===== src/rtl/serial_lu.sv =====
// Bit-serial logic unit: one result bit per clock, LSB first, over WIDTH cycles.
// Optional zero/parity flag outputs are built when SERIAL_LU_FLAGS_EN is defined.
`timescale 1ns/1ps

module serial_lu #(
  parameter int WIDTH = 8
) (
  input  logic             clk,
  input  logic             reset,
  input  logic             start,
  input  logic [2:0]       op,
  input  logic [WIDTH-1:0] a,
  input  logic [WIDTH-1:0] b,
  output logic             busy,
  output logic             done,
`ifdef SERIAL_LU_FLAGS_EN
  output logic             zero,
  output logic             parity,
`endif
  output logic [WIDTH-1:0] s
);

  localparam int CW = $clog2(WIDTH + 1);

  typedef enum logic [1:0] {
    IDLE = 2'd0,
    BUSY = 2'd1,
    DONE = 2'd2
  } state_t;

  state_t           state_reg;
  state_t           state_next;
  logic [WIDTH-1:0] a_reg;
  logic [WIDTH-1:0] b_reg;
  logic [WIDTH-1:0] res_reg;
  logic [WIDTH-1:0] res_next;
  logic [WIDTH-1:0] s_reg;
  logic [2:0]       op_reg;
  logic [CW-1:0]    cnt_reg;
  logic             bit_next;
  logic             last_bit;
  logic             accept;

  // A new request is only taken when no operation is in flight.
  assign accept   = start && (state_reg != BUSY);
  assign last_bit = (cnt_reg == CW'(WIDTH - 1));
  assign res_next = {bit_next, res_reg[WIDTH-1:1]};

  always_comb begin
    bit_next = 1'b0;
    case (op_reg)
      3'b000:  bit_next = a_reg[0] & b_reg[0];
      3'b001:  bit_next = ~(a_reg[0] & b_reg[0]);
      3'b010:  bit_next = a_reg[0] | b_reg[0];
      3'b011:  bit_next = ~(a_reg[0] | b_reg[0]);
      3'b100:  bit_next = a_reg[0] ^ b_reg[0];
      3'b101:  bit_next = ~(a_reg[0] ^ b_reg[0]);
      3'b110:  bit_next = ~a_reg[0];
      default: bit_next = b_reg[0];
    endcase
  end

  always_comb begin
    state_next = state_reg;
    case (state_reg)
      IDLE:    if (start) state_next = BUSY;
      BUSY:    if (last_bit) state_next = DONE;
      DONE:    state_next = start ? BUSY : IDLE;
      default: state_next = IDLE;
    endcase
  end

  always_ff @(posedge clk) begin
    if (reset) begin
      state_reg <= IDLE;
    end else begin
      state_reg <= state_next;
    end
  end

  always_ff @(posedge clk) begin
    if (reset) begin
      a_reg   <= '0;
      b_reg   <= '0;
      res_reg <= '0;
      op_reg  <= '0;
      cnt_reg <= '0;
      s_reg   <= '0;
    end else if (accept) begin
      a_reg   <= a;
      b_reg   <= b;
      op_reg  <= op;
      res_reg <= '0;
      cnt_reg <= '0;
    end else if (state_reg == BUSY) begin
      a_reg   <= a_reg >> 1;
      b_reg   <= b_reg >> 1;
      res_reg <= res_next;
      cnt_reg <= cnt_reg + CW'(1);
      // The final bit goes straight into s so the result is valid in DONE.
      if (last_bit) s_reg <= res_next;
    end
  end

`ifdef SERIAL_LU_FLAGS_EN
  logic zero_reg;
  logic parity_reg;

  always_ff @(posedge clk) begin
    if (reset) begin
      zero_reg   <= 1'b1;
      parity_reg <= 1'b0;
    end else if (state_reg == BUSY && last_bit && !accept) begin
      zero_reg   <= (res_next == '0);
      parity_reg <= ^res_next;
    end
  end

  assign zero   = zero_reg;
  assign parity = parity_reg;
`endif

  assign busy = (state_reg == BUSY);
  assign done = (state_reg == DONE);
  assign s    = s_reg;

endmodule


===== config.mk =====
export PLATFORM = sky130hd
export DESIGN_NAME = serial_lu
export DESIGN_NICKNAME = d
export VERILOG_FILES = /design/src/rtl/serial_lu.sv
export SDC_FILE = /design/constraint.sdc
export NUM_CORES = 1
export LEC_CHECK = 0
export CORE_UTILIZATION = 53
export CTS_BUF_LIST = sky130_fd_sc_hd__clkbuf_4 sky130_fd_sc_hd__clkbuf_8
export CTS_CLUSTER_DIAMETER = 40
export CTS_CLUSTER_SIZE = 20
export DETAILED_ROUTE_END_ITERATION = 16
export PLACE_DENSITY = 0.81
export SYNTH_ARGS = -nofsm -noshare
export SYNTH_HDL_FRONTEND = slang
export SYNTH_SLANG_ARGS = --single-unit

===== constraint.sdc =====
create_clock -name clk -period 2.1 [get_ports clk]
set_clock_uncertainty 0.15 [all_clocks]
set_input_delay 0.42 -clock clk [delete_from_list [all_inputs] [get_ports clk]]
set_output_delay 0.42 -clock clk [all_outputs]
set_load 0.03 [all_outputs]

# Word level (Yosys, flattened, before mapping)

Index checks and enable logic that the tools add are counted.

Flip-flop bits (word level): 41

Add/sub/neg operators: 1
Equal/unequal tests: 12
Mux-type cells: 9
Bitwise gates (word level): 8
Reductions and logical operators: 7

Operator list:

| kind                                                   | count |
|---|---|
| 2-to-1 mux 8 bit                                       | 4 |
| equality test 3 bit (second input constant)            | 3 |
| case mux 1 bit (7 select lines)                        | 1 |
| equality test 3 x 2 -> 1 bit (second input constant)   | 2 |
| case mux 2 bit (3 select lines)                        | 1 |
| NOT 1 bit                                              | 5 |
| adder 4 x 1 -> 4 bit (second input constant)           | 1 |
| equality test 4 x 3 -> 1 bit (second input constant)   | 1 |
| 2-to-1 mux 2 bit                                       | 2 |
| inequality test 2 x 1 -> 1 bit (second input constant) | 2 |
| equality test 3 x 1 -> 1 bit (second input constant)   | 1 |
| zero test 3 bit                                        | 1 |
| AND reduction 3 bit                                    | 1 |
| equality test 2 x 1 -> 1 bit (second input constant)   | 1 |
| equality test 2 bit (second input constant)            | 1 |
| zero test 2 bit                                        | 1 |
| inequality test 2 bit (second input constant)          | 1 |
| AND reduction 2 bit                                    | 1 |
| nonzero test 2 bit                                     | 1 |
| OR reduction 2 bit                                     | 1 |
| bitwise AND 1 bit                                      | 1 |
| logical AND 1 bit                                      | 1 |
| 2-to-1 mux 1 bit                                       | 1 |
| OR 1 bit                                               | 1 |
| XOR 1 bit                                              | 1 |

# Logic depth before layout (Yosys ltp)

Gate-level depths: netlist of the first run.

Depth after elaboration: 4
Depth in mapped cells: 6
Gate-level depth less buffers: 6

# Least setup slack after synthesis of the first run

OpenSTA, ideal clock, no wires.

Path kind: flip-flop to flip-flop
Start point: register a_reg[0]
End point: register s_reg[7], in the netlist s[7]
Data arrival time: 1,220 ps
Required time: 1,814 ps
Setup slack: 594 ps
Cell stages (with the launch flop): 7
Buffers on the path: 0
Period minus slack after synthesis: 1,506 ps
Cell sequence: dfxtp_1 inv_1 ha_1 nor2b_1 a211o_1 nand3_1 a311oi_2

Word-level cells in the longest chain between the ends: 3
Elaborated cells on any way between the ends: 8
Classes of those cells: 1 x mux; 7 x bitwise

RTL lines:

| item                                | line       | RTL |
|---|---|---|
| start, declared                     | 33         | `logic [WIDTH-1:0] a_reg;` |
| start signal, assigned              | 96         | `a_reg <= a_reg >> 1;` |
| XOR 1 bit (tied with other cells)   | 56, 57     |  |
| NOT 1 bit, on equally long branches | 57, 53, 55 |  |
| case mux 1 bit (7 select lines) *   | 51         | `case (op_reg)` |
| end signal, assigned                | 101        | `if (last_bit) s_reg <= res_next;` |
| end, declared                       | 37         | `logic [WIDTH-1:0] s_reg;` |

Every way passes the cells marked *; elsewhere a longest branch is shown, timed or not.
A chain may end at the register's enable or synchronous reset.

# Worst setup path in the final report of the first run

Start point: register s_reg[7], in the netlist s[7]
End point: output s[7]

RTL lines:

| item          | line | RTL |
|---|---|---|
| end, declared | 20   | `output logic [WIDTH-1:0] s` |

No word-level cell between the ends.

==> impl_metrics.env, run 1 <==
export IMPL_synth_top_area_share_pct=46.9
export IMPL_status="completed"
export IMPL_drt_iter0_markers=69
export IMPL_cp_top_family="buffers and inverters"
export IMPL_fp_row_count=20
export IMPL_wl_met1_um=1680
export IMPL_hp_class="reg2reg"
export IMPL_cpPeakStageDelay_ps=680
export IMPL_diodes=0
export IMPL_worst_path_buf_inv=1
export IMPL_place_congestion=0.749
export IMPL_period_share_pct=93.7
export IMPL_wl_per_cell_um=13.7
export IMPL_clock_power_share_pct=28.7
export IMPL_synthSimpleGateAreaFrac_pct=17.4
export IMPL_area_delta_synth_final_pct=23.6
export IMPL_ff2ff_setup_slack_ps=350
export IMPL_pwr_share_comb_pct=14.1
export IMPL_yosys_area_top_type="dfxtp_1"
export IMPL_critical_path_arrival_ps=1400
export IMPL_die_h_um=58.8
export IMPL_syn_area_sq_um=1710
export IMPL_peakVddDrop_v=0.000409
export IMPL_required_ps=1530
export IMPL_cap_violations=0
export IMPL_synth_area_top_cells="dfxtp_1 47%, mux2i_1 14%, a211oi_1 6.1%, nor2_1 5.5%, nand2_1 4.6%"
export IMPL_synth_mux_area_share_pct=14.1
export IMPL_vias=1341
export IMPL_critPathCaptureType="output port"
export IMPL_intPower_mw=1.06
export IMPL_max_freq_mhz=508
export IMPL_synth_top_family_by_area="simple AND/OR/NAND/NOR gates"
export IMPL_io_buffer_count=31
export IMPL_hold_buffers=0
export IMPL_hold_viol=0
export IMPL_synthXorXnorAreaFrac_pct=1.54
export IMPL_coreArea_sq_um=3050
export IMPL_drcViolationCount=0
export IMPL_ant_nets=0
export IMPL_slowest_stage="clkdlybuf4s50_1"
export IMPL_ys_types=30
export IMPL_grt_pass1_wl_um=5950
export IMPL_top_layer_used="met4"
export IMPL_p_seq_share_pct=57.1
export IMPL_finalMaxSlewViolations=0
export IMPL_track_usage_pct=23.3
export IMPL_synth_compound_area_share_pct=12.6
export IMPL_grt_max_degree=43
export IMPL_rsz0062_at_grt="false"
export IMPL_crit_type="reg2out"
export IMPL_cts_buffer_depth=2
export IMPL_synth_area_per_cell_sq_um=9.50
export IMPL_die_area_sq_um=3460
export IMPL_io_pins=32
export IMPL_start_util_pct=56.0
export IMPL_cts_root_buf="clkbuf_4"
export IMPL_grt_antenna_before_repair=0
export IMPL_cp_max_fo=2
export IMPL_crit_chain="clkdlybuf4s50_1"
export IMPL_synth_seq_cells=40
export IMPL_yosys_warnings=0
export IMPL_drive_above_1_share_pct=9.77
export IMPL_clk_pin_slew_ps=120
export IMPL_fin_crit_ps=1970
export IMPL_fin_setup_tns_ps=0
export IMPL_cts_num_sinks=40
export IMPL_fillers=236
export IMPL_stdcell_count=259
export IMPL_synth_fa_ha_area_share_pct=2.20
export IMPL_die_w_um=58.8
export IMPL_maxSlewHeadroom_pct=71.0
export IMPL_via_per_inst=5.18
export IMPL_p_leak_nw=0.893
export IMPL_firstDrtPassIters=4
export IMPL_wl_met2_um=1690
export IMPL_tightest_slew_ps=435
export IMPL_setup_violations_final=0
export IMPL_grt_ovfl_total=0
export IMPL_ys_seq_area_share_pct=46.9
export IMPL_power_density_nw_per_um2=679
export IMPL_placedCellCount=251
export IMPL_nNetsFinal=239
export IMPL_switching_share_pct=26.5
export IMPL_syn_nets=205
export IMPL_cts_tree="done"
export IMPL_multi_input_area_sq_um=817
export IMPL_post_dp_hpwl_um=2510
export IMPL_totalWireLength_um=3540
export IMPL_wl_met3_um=151
export IMPL_cts_buffers=5
export IMPL_switchingPower_mw=0.381
export IMPL_regArea_sq_um=801
export IMPL_grt_pass1_vias=1268
export IMPL_htree_num_levels=2
export IMPL_setup_worst_path_start_class="flop"
export IMPL_synthCells=180
export IMPL_clk_latency_ps=350
[kinds of logic after synthesis]
family / count (synthesis)
AO/OA/AOI/OAI: 32
multiplexers: 24
buffers and inverters: 15
AND/OR/NAND/NOR: 63
adder cells (fa/ha/maj): 3
XOR/XNOR: 3
flip-flops: 40
[power by group through the flow]
stage / Combinational [mW] / Clock, mW / Sequential [mW]
floorplan: 0.138 / 0 / 0.829
global placement: 0.194 / 0 / 0.834
detailed placement: 0.204 / 0 / 0.836
CTS: 0.204 / 0.420 / 0.819
global route: 0.226 / 0.456 / 0.825
finish: 0.203 / 0.413 / 0.820
[stage by stage]
step / hold WS (ps) / setup slack [ps] / total power [mW] / instance area (sq um) / utilization, %
finish: 315 / 132 / 1.44 / 2110 / 69.2
global route: 344 / 78.5 / 1.51 / 2110 / 69.2
CTS: 321 / 113 / 1.44 / 2110 / 69.2
detailed placement: 304 / 321 / 1.04 / 2050 / 67.3
global placement: 297 / 324 / 1.03 / 2050 / 67.3
floorplan: 286 / 594 / 0.968 / 1710 / -
[synth_stat cells]
cell type / count
buf_1: 1
buf_4: 4
a211o_1: 1
clkbuf_1: 1
nand3b_4: 1
nand2_1: 21
a21oi_1: 11
o21ai_0: 2
nand3_1: 4
inv_1: 2
nor2b_1: 4
xnor2_1: 1
nand4_1: 1
buf_6: 2
a31oi_1: 1
nor2_1: 25
xor2_1: 2
buf_2: 4
a311oi_2: 1
nor3_1: 3
o21bai_1: 1
dfxtp_1: 40
inv_2: 1
nor2_8: 1
mux2i_1: 24
nand2b_1: 2
ha_1: 3
nor2_2: 1
a21o_1: 1
a211oi_1: 14
[worst paths after layout]
| check | start | end | depth (start not counted) |
|---|---|---|---|
| max | s[7] | s[7] | 1 |
| min | res_reg[1] | res_reg[1] | 2 |
| max reg2reg | a_reg[0] | s[7] | 6 |
| min reg2reg | res_reg[1] | res_reg[1] | 2 |
[cell usage in the layout (no fill, tap or decap), drive strengths merged, types with 3 or more instances in the layout]
cell type / n
dfxtp: 40
clkdlybuf4s50: 29
nor2: 27
mux2i: 24
nand2: 21
a211oi: 14
a21oi: 11
buf: 8
clkbuf: 6
nor2b: 4
nand3: 4
nor3: 3
ha: 3
inv: 3
[tightest hold or removal path: stages, from the launching register on]
cell	delay (ps)
dfxtp_1	330
nand2_1	50
a21oi_1	50
[layer usage]
layer  vias up  track usage, %
met5         -               0
met2        24            36.5
met4         0            6.80
met3         4            7.47
met1       627            30.8
li1        686               -
[cell type report]
cell class	count	share of cell area (%)
flip-flops and latches	40	37.9
inverters	3	0.533
multi-input cells	125	38.7
clock inverters	2	0.474
well taps	44	2.61
repair buffers	39	17.4
clock buffers	6	2.43
[timing repair]
action / 4_1_cts / 5_1_grt
setup buffers: 0 / 0
endpoints found under the setup margin: 2 / 0
resized for setup: 2 / 0
Note: power is estimated with default switching activity, not from simulation.
==> run 2, diff against run 1 <==
==> constraint.sdc (replaced) <==
create_clock -name clk -period 2.1 [get_ports clk]
set_clock_uncertainty 0.15 [all_clocks]
set_input_delay 0.315 -clock clk [delete_from_list [all_inputs] [get_ports clk]]
set_output_delay 0.315 -clock clk [all_outputs]
set_load 0.03 [all_outputs]
==> run 2 against run 1 <==
Against the previous run:
- die area did not move
- flip-flop and latch count did not move
- final cell count fell by 0.77%
- count of clock-buffer cells in the layout rose by 2
- power rose by 0.33%
- maximum frequency fell by 1.2%
- global-route usage fell by 2.0 points
- clock power rose by 1%
- critical path type unchanged
==> impl_metrics.env, run 2 (synthesis gave the netlist of run 1 again) <==
export IMPL_grt_pass1_vias=1262
export IMPL_status="completed"
export IMPL_cpPeakStageDelay_ps=660
export IMPL_slowest_stage="clkdlybuf4s50_1"
export IMPL_cts_num_sinks=40
export IMPL_placedCellCount=249
export IMPL_wl_met2_um=1660
export IMPL_diodes=0
export IMPL_drt_iter0_markers=59
export IMPL_fillers=247
export IMPL_dp_slack_ps=366
export IMPL_mostFrequentLayoutCells="40 x dfxtp_1, 31 x clkdlybuf4s50_1, 25 x nor2_1"
export IMPL_cts_buffer_depth=2
export IMPL_io_pins=32
export IMPL_p_leak_nw=0.882
export IMPL_critPathCaptureType="output port"
export IMPL_max_freq_mhz=502
export IMPL_nNetsFinal=237
export IMPL_cts_root_buf="clkbuf_4"
export IMPL_clk_latency_ps=340
export IMPL_crit_type="reg2out"
export IMPL_whs_ps=319
export IMPL_track_usage_pct=21.3
export IMPL_hp_class="reg2reg"
export IMPL_setup_ws_ps=107
export IMPL_fin_crit_ps=1990
export IMPL_start_util_pct=56.0
export IMPL_grt_ovfl_total=0
export IMPL_stdcell_count=257
export IMPL_ant_nets=0
export IMPL_post_dp_hpwl_um=2400
export IMPL_area_delta_synth_final_pct=23.9
export IMPL_grt_antenna_before_repair=0
export IMPL_wl_met1_um=1510
export IMPL_period_share_pct=94.9
export IMPL_critical_path_arrival_ps=1530
export IMPL_vias=1321
export IMPL_cap_violations=0
export IMPL_r2r_start="a_reg[0]"
export IMPL_firstDrtPassIters=4
export IMPL_rsz0062_at_grt="false"
export IMPL_power_density_nw_per_um2=680
export IMPL_cts_tree="done"
export IMPL_hp_start="res_reg[1]"
export IMPL_cts_buffers=5
export IMPL_die_area_sq_um=3460
export IMPL_drive_above_1_share_pct=8.92
export IMPL_startpoint="state_reg[1]"
export IMPL_postCtsSetupRepairBufs=0
export IMPL_top_layer_used="met4"
export IMPL_cp_max_fo=2
export IMPL_final_common_cell="dfxtp_1"
export IMPL_die_h_um=58.8
export IMPL_required_ps=1630
export IMPL_setup_worst_path_start_class="flop"
export IMPL_io_buffer_count=31
export IMPL_cp_top_family="buffers and inverters"
export IMPL_crit_chain="nand2b_1 > inv_2 > clkdlybuf4s50_1"
export IMPL_htree_num_levels=2
export IMPL_finalMaxSlewViolations=0
export IMPL_total_power_mw=1.44
export IMPL_maxSlewHeadroom_pct=71.7
export IMPL_tightest_slew_ps=424
export IMPL_wl_met3_um=116
export IMPL_hold_buffers=0
export IMPL_cts_resized_gates=0
export IMPL_place_congestion=0.752
export IMPL_grt_pass1_wl_um=5470
export IMPL_peakVddDrop_v=0.000351
export IMPL_fin_setup_tns_ps=0
export IMPL_worst_path_buf_inv=2
export IMPL_grt_max_degree=43
export IMPL_coreArea_sq_um=3050
export IMPL_totalWireLength_um=3340
export IMPL_hold_viol=0
export IMPL_fp_row_count=20
export IMPL_setup_violations_final=0
export IMPL_wl_per_cell_um=13.0
export IMPL_drcViolationCount=0
export IMPL_die_w_um=58.8
export IMPL_via_per_inst=5.14
export IMPL_clk_pin_slew_ps=100
-- run 2: path summary, 6_finish.rpt --
check	endpoint	slack [ps]	depth (start not counted)
setup / recovery	busy	110	3
hold reg to reg	res_reg[1]	320	2
setup reg to reg	s[7]	370	6
hold / removal	res_reg[1]	320	2
-- run 2: cell type report --
cell class	instances	area [sq um]	area share [%]
Tap cell	44	55.1	2.60
Timing Repair Buffer	37	368	17.4
Sequential cell	40	801	37.8
Multi-Input combinational cell	125	817	38.6
Inverter	3	11.3	0.532
Clock buffer	8	66.3	3.13
-- run 2: report_power, final --
part	leakage, nW	total [mW]	switching [mW]	internal [mW]
Combinational	0.516	0.202	0.0999	0.102
Sequential	0.327	0.820	0.0252	0.795
Clock	0.0394	0.419	0.227	0.191
Total	0.882	1.44	0.353	1.09
-- run 2: stage by stage --
| stage | area, sq um | utilization (%) |
|---|---|---|
| final | 2120 | 69.4 |
| after global routing | 2120 | 69.4 |
| after CTS | 2120 | 69.4 |
| after detailed placement | 2050 | 67.2 |
| after global placement | 2050 | 67.2 |
| after floorplan | 1710 | - |
-- run 2: metal layers --
layer / GRT usage [%] / vias up
met5: 0 / -
met4: 10.9 / 0
met3: 3.96 / 5
met2: 36.0 / 23
met1: 25.7 / 608
li1: - / 685
-- run 2: tightest hold or removal path, stage by stage (launching register included) --
cell and delay (ps):
dfxtp_1 330, nand2_1 60, a21oi_1 60
